--- src/rtl/multi_cycle_cpu.sv ---
// Multi-cycle MIPS-subset core sharing one ALU and one req/ready memory port across FSM states.
// Optional PERF_CNT_EN adds free-running cycle and retired-instruction counters.
module multi_cycle_cpu #(
  parameter int unsigned       ADDR_W   = 32,
  parameter int unsigned       REG_NUM  = 32,
  parameter logic [ADDR_W-1:0] RESET_PC = '0
) (
  input  logic              clk,
  input  logic              rst,
  output logic              mem_req,
  output logic              mem_we,
  output logic [ADDR_W-1:0] mem_addr,
  output logic [31:0]       mem_wdata,
  input  logic [31:0]       mem_rdata,
  input  logic              mem_ready,
  output logic [ADDR_W-1:0] pc_out,
  output logic              retire,
  output logic              illegal
`ifdef PERF_CNT_EN
  ,
  output logic [31:0]       cyc_cnt,
  output logic [31:0]       ret_cnt
`endif
);

  // state  | meaning
  // FETCH  | read instruction at PC, PC += 4
  // DECODE | read rs/rt into A/B, form branch target
  // EXEC   | ALU op / address calc; beq and j retire here
  // MEM    | lw read or sw write; sw retires here
  // WB     | register write-back, retire
  // TRAP   | unsupported instruction; idle until reset
  typedef enum logic [2:0] {S_FETCH, S_DECODE, S_EXEC, S_MEM, S_WB, S_TRAP} state_t;
  typedef enum logic [1:0] {ALU_ADD, ALU_SUB, ALU_OR, ALU_SLL} alu_op_t;

  localparam int RI_W = $clog2(REG_NUM);
  localparam int NREG = REG_NUM;

  state_t            state, state_nxt;
  alu_op_t           alu_op;
  logic [ADDR_W-1:0] pc, target, maddr;
  logic [31:0]       ir, a, b, mdr, alu_out;
  logic [31:0]       rf [NREG];
  logic [31:0]       alu_a, alu_b, alu_y, sext_imm, pc32, jt32, rs_val, rt_val, wr_data;
  logic [5:0]        op, funct;
  logic [RI_W-1:0]   rs_i, rt_i, rd_i, wr_idx;
  logic is_r, is_add, is_sub, is_sll, is_or, is_addi, is_ori, is_lw, is_sw, is_beq, is_j, legal;

  assign op       = ir[31:26];
  assign funct    = ir[5:0];
  assign rs_i     = ir[20+RI_W:21];
  assign rt_i     = ir[15+RI_W:16];
  assign rd_i     = ir[10+RI_W:11];
  assign sext_imm = {{16{ir[15]}}, ir[15:0]};
  assign pc32     = 32'(pc);
  assign jt32     = {pc32[31:28], ir[25:0], 2'b00};

  assign is_r    = (op == 6'h00);
  assign is_add  = is_r && (funct == 6'h20);
  assign is_sub  = is_r && (funct == 6'h22);
  assign is_sll  = is_r && (funct == 6'h00);
  assign is_or   = is_r && (funct == 6'h25);
  assign is_addi = (op == 6'h08);
  assign is_ori  = (op == 6'h0D);
  assign is_lw   = (op == 6'h23);
  assign is_sw   = (op == 6'h2B);
  assign is_beq  = (op == 6'h04);
  assign is_j    = (op == 6'h02);
  assign legal   = is_add | is_sub | is_sll | is_or | is_addi | is_ori |
                   is_lw | is_sw | is_beq | is_j;

  assign rs_val  = (rs_i == '0) ? '0 : rf[rs_i];
  assign rt_val  = (rt_i == '0) ? '0 : rf[rt_i];
  assign wr_idx  = is_r ? rd_i : rt_i;
  assign wr_data = is_lw ? mdr : alu_out;

  // Shared ALU: PC+4 in FETCH, branch target in DECODE, instruction op in EXEC.
  always_comb begin
    alu_a  = pc32;
    alu_b  = 32'd4;
    alu_op = ALU_ADD;
    case (state)
      S_DECODE: alu_b = {sext_imm[29:0], 2'b00};
      S_EXEC: begin
        alu_a = a;
        alu_b = sext_imm;
        if (is_r) begin
          alu_b = b;
          if (is_sub) alu_op = ALU_SUB;
          else if (is_or) alu_op = ALU_OR;
          else if (is_sll) begin
            alu_op = ALU_SLL;
            alu_a  = b;
            alu_b  = {27'd0, ir[10:6]};
          end
        end else if (is_ori) begin
          alu_op = ALU_OR;
          alu_b  = {16'd0, ir[15:0]};
        end
      end
      default: ;
    endcase
  end

  always_comb begin
    case (alu_op)
      ALU_SUB: alu_y = alu_a - alu_b;
      ALU_OR:  alu_y = alu_a | alu_b;
      ALU_SLL: alu_y = alu_a << alu_b[4:0];
      default: alu_y = alu_a + alu_b;
    endcase
  end

  always_ff @(posedge clk) begin
    if (rst) state <= S_FETCH;
    else     state <= state_nxt;
  end

  always_comb begin
    state_nxt = state;
    case (state)
      S_FETCH:  if (mem_ready) state_nxt = S_DECODE;
      S_DECODE: state_nxt = legal ? S_EXEC : S_TRAP;
      S_EXEC: begin
        if (is_lw || is_sw)       state_nxt = S_MEM;
        else if (is_beq || is_j)  state_nxt = S_FETCH;
        else                      state_nxt = S_WB;
      end
      S_MEM:    if (mem_ready) state_nxt = is_sw ? S_FETCH : S_WB;
      S_WB:     state_nxt = S_FETCH;
      default:  state_nxt = S_TRAP;
    endcase
  end

  // Outputs are gated by rst so a pending access is dropped while reset is held.
  always_comb begin
    mem_req   = 1'b0;
    mem_we    = 1'b0;
    mem_addr  = '0;
    mem_wdata = '0;
    retire    = 1'b0;
    if (!rst) begin
      case (state)
        S_FETCH: begin
          mem_req  = 1'b1;
          mem_addr = {pc[ADDR_W-1:2], 2'b00};
        end
        S_EXEC: retire = is_beq | is_j;
        S_MEM: begin
          mem_req  = 1'b1;
          mem_addr = maddr;
          mem_we   = is_sw;
          if (is_sw) begin
            mem_wdata = b;
            retire    = mem_ready;
          end
        end
        S_WB:    retire = 1'b1;
        default: ;
      endcase
    end
  end

  assign illegal = (state == S_TRAP);
  assign pc_out  = pc;

  always_ff @(posedge clk) begin
    if (rst) begin
      pc      <= RESET_PC;
      ir      <= '0;
      a       <= '0;
      b       <= '0;
      mdr     <= '0;
      alu_out <= '0;
      target  <= '0;
      maddr   <= '0;
      for (int i = 0; i < NREG; i++) rf[i] <= '0;
    end else begin
      case (state)
        S_FETCH: if (mem_ready) begin
          ir <= mem_rdata;
          pc <= alu_y[ADDR_W-1:0];
        end
        S_DECODE: begin
          a      <= rs_val;
          b      <= rt_val;
          target <= alu_y[ADDR_W-1:0];
        end
        S_EXEC: begin
          alu_out <= alu_y;
          maddr   <= {alu_y[ADDR_W-1:2], 2'b00};
          if (is_beq && (a == b)) pc <= target;
          if (is_j)               pc <= jt32[ADDR_W-1:0];
        end
        S_MEM: if (mem_ready && !is_sw) mdr <= mem_rdata;
        S_WB:  if (wr_idx != '0) rf[wr_idx] <= wr_data;
        default: ;
      endcase
    end
  end

`ifdef PERF_CNT_EN
  always_ff @(posedge clk) begin
    if (rst) begin
      cyc_cnt <= '0;
      ret_cnt <= '0;
    end else begin
      cyc_cnt <= cyc_cnt + 32'd1;
      if (retire) ret_cnt <= ret_cnt + 32'd1;
    end
  end
`endif

endmodule

--- config.mk ---
export PLATFORM = sky130hd
export DESIGN_NAME = multi_cycle_cpu
export DESIGN_NICKNAME = d
export VERILOG_FILES = /design/src/rtl/multi_cycle_cpu.sv
export SDC_FILE = /design/constraint.sdc
export NUM_CORES = 2
export LEC_CHECK = 0
export CAP_MARGIN = 20
export CORE_MARGIN = 5
export CORE_UTILIZATION = 46
export DETAILED_ROUTE_END_ITERATION = 6
export PLACE_DENSITY_LB_ADDON = 0.3
export SLEW_MARGIN = 10
export SYNTH_ARGS = -nofsm -noshare
export SYNTH_HDL_FRONTEND = slang
export SYNTH_SLANG_ARGS = --single-unit
--- constraint.sdc ---
create_clock -name clk -period 6.4 [get_ports clk]
set_input_delay 0.64 -clock clk [delete_from_list [all_inputs] [get_ports clk]]
set_output_delay 0.64 -clock clk [all_outputs]
set_load 0.03 [all_outputs]
=== After elaboration in Yosys (flattened, before gate mapping) ===
Memory sizes are Yosys's and may differ from the RTL's. A register that Yosys moved wholly into a read port is not among the register bits.
Index checks and enable logic that the tools add are counted.
W data, S select, Z words.

* Flip-flop bits (word level): 257
* Bits in latches: 0
* Memory bits (writable): 1,024
* Memory bits (read-only): 0
* Bits of input ports: 35
* Output and inout port bits: 100
* Logic and storage cells: 129
* Memories kept: 1

{| class="wikitable"
|+ Memory list
! name !! depth !! bits a word !! rd ports !! clocked after Yosys merged registers in !! write ports !! RTL line !! source
|-
| rf || 32 || 32 || 2 || 2 || 32 || 43 || <nowiki>logic [31:0] rf [NREG];</nowiki>
|}

* $add $sub $neg: 2
* Multiply operators: 0
* Div/mod/pow operators: 0
* Order comparisons: 0
* Eq/ne operators: 23
* Shift operators: 1
* Multiplexer cells: 58
* Bitwise operators: 11
* Reduce and logical (&&, ||, !) cells: 23

{| class="wikitable"
|+ Operators by type and width
! cell !! number
|-
| $mux W32 || 21
|-
| $pmux W32 S2 || 3
|-
| $pmux W32 S3 || 1
|-
| $add A32 B32 Y32 || 1
|-
| $eq A32 B32 Y1 || 1
|-
| $or A32 B32 Y32 || 1
|-
| $reduce_or A32 Y1 || 1
|-
| $shl A32 B5 Y32 || 1
|-
| $sub A32 B32 Y32 || 1
|-
| $eq A6 B6 Y1 const B || 5
|-
| $mux W5 || 6
|-
| $mux W3 || 6
|-
| $pmux W3 S5 || 1
|-
| $mux W1 || 13
|-
| $eq A6 B4 Y1 const B || 2
|-
| $logic_not A6 Y1 || 2
|-
| $mux W2 || 6
|-
| $logic_not A5 Y1 || 2
|-
| $or A1 B1 Y1 || 10
|-
| $ne A2 B2 Y1 const B || 4
|-
| $eq A3 B2 Y1 const B || 2
|-
| $eq A3 B3 Y1 const B || 2
|-
| $eq A6 B2 Y1 const B || 1
|-
| $eq A6 B3 Y1 const B || 1
|-
| other kinds (15) || 24
|}

=== Depth between registers and ports, before layout ===
* Depth after elaboration: 13
* Depth in mapped cells: 26
* Depth with buffers taken out: 21

=== Worst setup path after synthesis ===
Ideal clock, no wire load.

* Path kind: reg2reg
* Start point: reg ir[31]
* End point: reg pc[31] (netlist: pc_out[31])
* Setup time: 139 ps
* Data arrival time: 5,172 ps
* Required time: 6,261 ps
* Slack: 1,088 ps
* Cell stages (with the launch flop): 27
* Path buffers: 5
* Period minus slack after synthesis: 5,312 ps
* Cell sequence: dfxtp_1 buf_6 or4_4 buf_6 a311oi_1 a211oi_1 inv_1 buf_2 buf_1 ha_1 nand3_1 nor3_1 nand2b_1 nand2_1 xor2_1 ha_1 clkbuf_1 nand2_1 o2111ai_1 a311oi_1 nand3b_1 a21boi_0 o21ai_0 a21oi_1 xnor3_1 nor2_1 a2111oi_0

* Longest elaborated chain between the ends: 11
* Elaborated cells on any way between the ends: 38
* Those cells by class: add/sub (2); eq/ne (8); shift (1); mux (20); bitwise (1); reduce/logical (6)

{| class="wikitable"
|+ RTL lines
! what !! RTL line !! source
|-
| start: declaration || 42 || <nowiki>logic [31:0] ir, a, b, mdr, alu_out;</nowiki>
|-
| start signal: assignment || 181 || <nowiki>ir <= mem_rdata;</nowiki>
|-
| $logic_not A6 Y1 || 58 || <nowiki>assign is_r = (op == 6'h00);</nowiki>
|-
| $logic_and A1 B1 Y1 || 61 || <nowiki>assign is_sll = is_r && (funct == 6'h00);</nowiki>
|-
| $mux W32 or $mux W2 (tied branches) || 91 || <nowiki>else if (is_sll) begin</nowiki>
|-
| $mux W32 or $mux W2 (tied branches) || 90 || <nowiki>else if (is_or) alu_op = ALU_OR;</nowiki>
|-
| $mux W32 or $mux W2 (tied branches) || 89 || <nowiki>if (is_sub) alu_op = ALU_SUB;</nowiki>
|-
| $mux W32 or $mux W2 (tied branches) || 87 || <nowiki>if (is_r) begin</nowiki>
|-
| $pmux W32 S2, or another cell as far along || 82 || <nowiki>case (state)</nowiki>
|-
| $add A32 B32 Y32, or another cell as far along || 110 || <nowiki>default: alu_y = alu_a + alu_b;</nowiki>
|-
| $pmux W32 S3 || 106 || <nowiki>case (alu_op)</nowiki>
|-
| $mux W32 || 180 || <nowiki>S_FETCH: if (mem_ready) begin</nowiki>
|-
| $pmux W32 S2 || 179 || <nowiki>case (state)</nowiki>
|-
| end signal: assignment || 182 || <nowiki>pc <= alu_y[ADDR_W-1:0];</nowiki>
|-
| end signal: assignment || 192 || <nowiki>if (is_beq && (a == b)) pc <= target;</nowiki>
|-
| end signal: assignment || 193 || <nowiki>if (is_j) pc <= jt32[ADDR_W-1:0];</nowiki>
|-
| end: declaration || 41 || <nowiki>logic [ADDR_W-1:0] pc, target, maddr;</nowiki>
|}

Parallel ways exist; a longest one is shown, timed or not. The select of a mux whose other input is x is not followed.
A chain may end at the register's enable or synchronous reset.

=== Final worst setup path ===
* Start point: reg ir[27]
* End point: reg pc[31] (netlist: pc_out[31])

The elaborated chain is that of the path after synthesis.

==> run_results.csv <==
group,metric,value,unit
logic_synthesis,async_flop_share,0,%
clocking,cts_buffers,137,
timing,fin_skew,28.70,ps
finish,fin_nets,5587,
detailed_routing,via_per_inst,6.694,
detailed_routing,ant_nets,0,
clocking,htreeDepth,4,
critical_path,path_class,"flip-flop to flip-flop",
detailed_routing,wirelength,254600,microns
job,cap_violations,0,
grt,grt_pass1_vias,49670,
finish,fin_cells,7538,
grt,grt_max_degree,91,
floorplanning,fp.dieH,393.6,microns
timing,rsz0062_at_grt,"no",
critical_path,critPathMaxFanout,13,
detailed_routing,post_drt_wl_per_cell,33.77,microns
floorplanning,start_util,46.39,%
logic_synthesis,yosysTopAreaCell,"edfxtp_1",
critical_path,cp.arrival,6630,ps
finish,nFillCells,12180,
critical_path,endpoint,"pc_out[31]",
logic_synthesis,yosys.area_share.simple,12.29,%
logic_synthesis,synth_top_family_by_area,"multiplexers",
logic_synthesis,netlist_area,67690,sq um
critical_path,regToRegSetupSlack,430,ps
floorplanning,core_area,145900,sq um
timing,setup_viol,0,
timing,tightest_slew,1163,ps
pwr,power_leakage,24.87,nW
placement,numPlacedInstances,7276,
detailed_routing,drtIter0Drc,7172,
logic_synthesis,synth.distinct_cells,90,
detailed_routing,firstDrtPassIters,6,
timing,finalMaxSlewViolations,0,
outcome,status,"completed",
pwr,peakVddDrop,0.3180,mV
placement,io_buffers,132,
logic_synthesis,synth_adder_area_share,0.6950,%
timing,max_slew_margin,22.49,%
timing,finalHoldViolations,0,
logic_synthesis,yosysMostFrequentCell,"nor2_1",
critical_path,critPathRequiredTime,7050,ps
min_path,hold_path.class,"input pin to flip-flop",
placement,routabilityCongestion,1.024,
floorplanning,die_w,393.6,microns
finish,area_delta_synth_final,13.42,%
pwr,p_per_area,373.2,nW/um^2
finish,final_layout_size_suffix_gt1_share,21.52,%
logic_synthesis,synthTopCellsByCount,"nor2_1, edfxtp_1, mux4_2",
logic_synthesis,synth_cells,5503,
floorplanning,rows,140,
logic_synthesis,synthMuxAreaShare,23.34,%
floorplanning,die_area,154900,sq um
clocking,cts_tree,"done",
grt,grt_overflow,0,
placement,dpl.hpwl,162200,microns
grt,grt_first_pass_wirelength,361600,microns
clocking,insertion_delay,790,ps
logic_synthesis,synth.ff_latch_count,1261,
logic_synthesis,synth_top_cells_by_area,"edfxtp_1, mux4_2, nor2_1",
detailed_routing,drc,0,
critical_path,worstReg2RegEnd,"pc_out[31]",
grt,grtUsageTotal,32.23,%
logic_synthesis,synth-edff-count,1024,
logic_synthesis,synthFlopType,"edfxtp_1",
logic_synthesis,netlist.area_leader.share,45.43,%
critical_path,end_kind,"flip-flop",
detailed_routing,via_count,50460,
timing,min_period_over_period,93.34,%
logic_synthesis,yosys_warnings,0,
timing,whs,368.3,ps
grt,antenna_found_initial,6,
logic_synthesis,seq_area_frac_synth,52.43,%
timing,finalSetupTns,0,ps
clocking,cts.path.max_buffers,3,
logic_synthesis,avgSynthCellArea,12.30,sq um
critical_path,startpoint_type,"flip-flop",
logic_synthesis,synth_compound_area_share,6.904,%
logic_synthesis,synth-xor-area-share,1.133,%
critical_path,reg2reg_depth,20,
timing,fmax,167.4,MHz
pwr,finalPower,28.65,mW
floorplanning,io_pins,135,
critical_path,rr_startpoint,"ir[27]",
clocking,cts.sinks,1261,
clocking,cts-root-buf,"clkbuf_16",
clocking,clk_pin_slew,60,ps
critical_path,startpoint,"ir[27]",
timing,layout_min_cycle_time,5974,ps
==> stage by stage <==
stage | area [sq um] | setup WS, ps | util (%)
6_report | 76780 | 426.3 | 52.62
5_1_grt | 76770 | 32.07 | 52.62
4_1_cts | 76330 | 376.1 | 52.31
3_5_place_dp | 72090 | 424.9 | 49.40
3_3_place_gp | 71920 | 408.9 | 49.29
2_1_floorplan | 67820 | 1088 | -
==> cells in the final DEF (no fill, tap or decap), drive strengths merged, types with 34 or more instances in the layout <==
cell           instances
nor2                1372
edfxtp              1024
mux4                 640
nand2                378
a21oi                288
buf                  251
dfxtp                237
clkbuf               188
mux2i                136
o21ai                135
clkdlybuf4s50        131
a211oi                71
xor2                  58
nand3                 53
nor3                  44
a22oi                 42
clkinv                41
and2                  39
nand2b                39
o211ai                36
ha                    36
conb                  34
==> report_power, final <==
| part | switching [mW] | internal, mW |
|---|---|---|
| Clock | 3.39 | 4.31 |
| Sequential | 0.816 | 9.42 |
| Combinational | 6.67 | 4.04 |
==> sequential cells by signal, indices dropped and copies added (netlist names), named ones only <==
signal and cells:
a 32, alu_out 32, b 32, ir 32
mdr 32, pc_out 32, rf 1024, state 3
target 32
==> critical path, cell delays in order (launching register included) <==
cell	delay, ps
dfxtp_1	360
nor2_1	340
nand2_2	270
a32o_1	330
a31oi_1	280
nand3b_4	170
or3_1	420
or4_1	560
o31ai_1	300
xor2_1	130
ha_1	460
and4_1	280
nand3_1	80
o21ai_0	270
nand3b_1	290
a21boi_1	130
o21ai_0	240
a21oi_1	100
xnor3_1	410
nor2_1	50
a2111oi_0	380
==> layer usage <==
metal	vias to the layer above	part of all wire, %	global-route usage (%)
met5	-	0.010	0
met4	4	5.3	14.57
met3	672	12	7.275
met2	3652	48	52.61
met1	25470	35	41.44
li1	20660	-	-
==> how the worst min path moves through the flow <==
stage,end,startpoint,slack [ps],cells after the start
6_report,pc_out[16],rst,370,2
5_1_grt,pc_out[16],rst,350,2
4_1_cts,pc_out[16],rst,310,2
3_5_place_dp,target[0],target[0],450,2
3_3_place_gp,target[29],target[29],450,2
2_1_floorplan,mdr[0],mdr[0],440,2
==> timing repair <==
action	4_1_cts	5_1_grt
setup buffers	0	1
endpoints found under the hold margin	0	0
gates resized for setup	0	1
endpoints found under the setup margin	0	1
hold buffers	0	0
==> kinds of logic after synthesis <==
family | count (synthesis)
AOI/OAI and AO/OA | 749
xor gates and xnor gates | 86
adders and majority gates | 37
buffers and inverters | 565
DFF | 1261
muxes | 778
other | 1
and+or+nand+nor | 2026
==> cell type report <==
cell class / instances / area [sq um] / share of cell area (%)
flip-flops and latches: 1261 / 35530 / 46.27
diodes: 2 / 5.005 / 0.006518
multi-input cells: 3710 / 30760 / 40.06
well taps: 1917 / 2399 / 3.124
inverters: 22 / 82.58 / 0.1076
clock buffers: 188 / 3704 / 4.824
repair buffers: 383 / 3764 / 4.902
clock inverters: 55 / 541.8 / 0.7056
No activity file was read; power rests on OpenSTA's default activity.
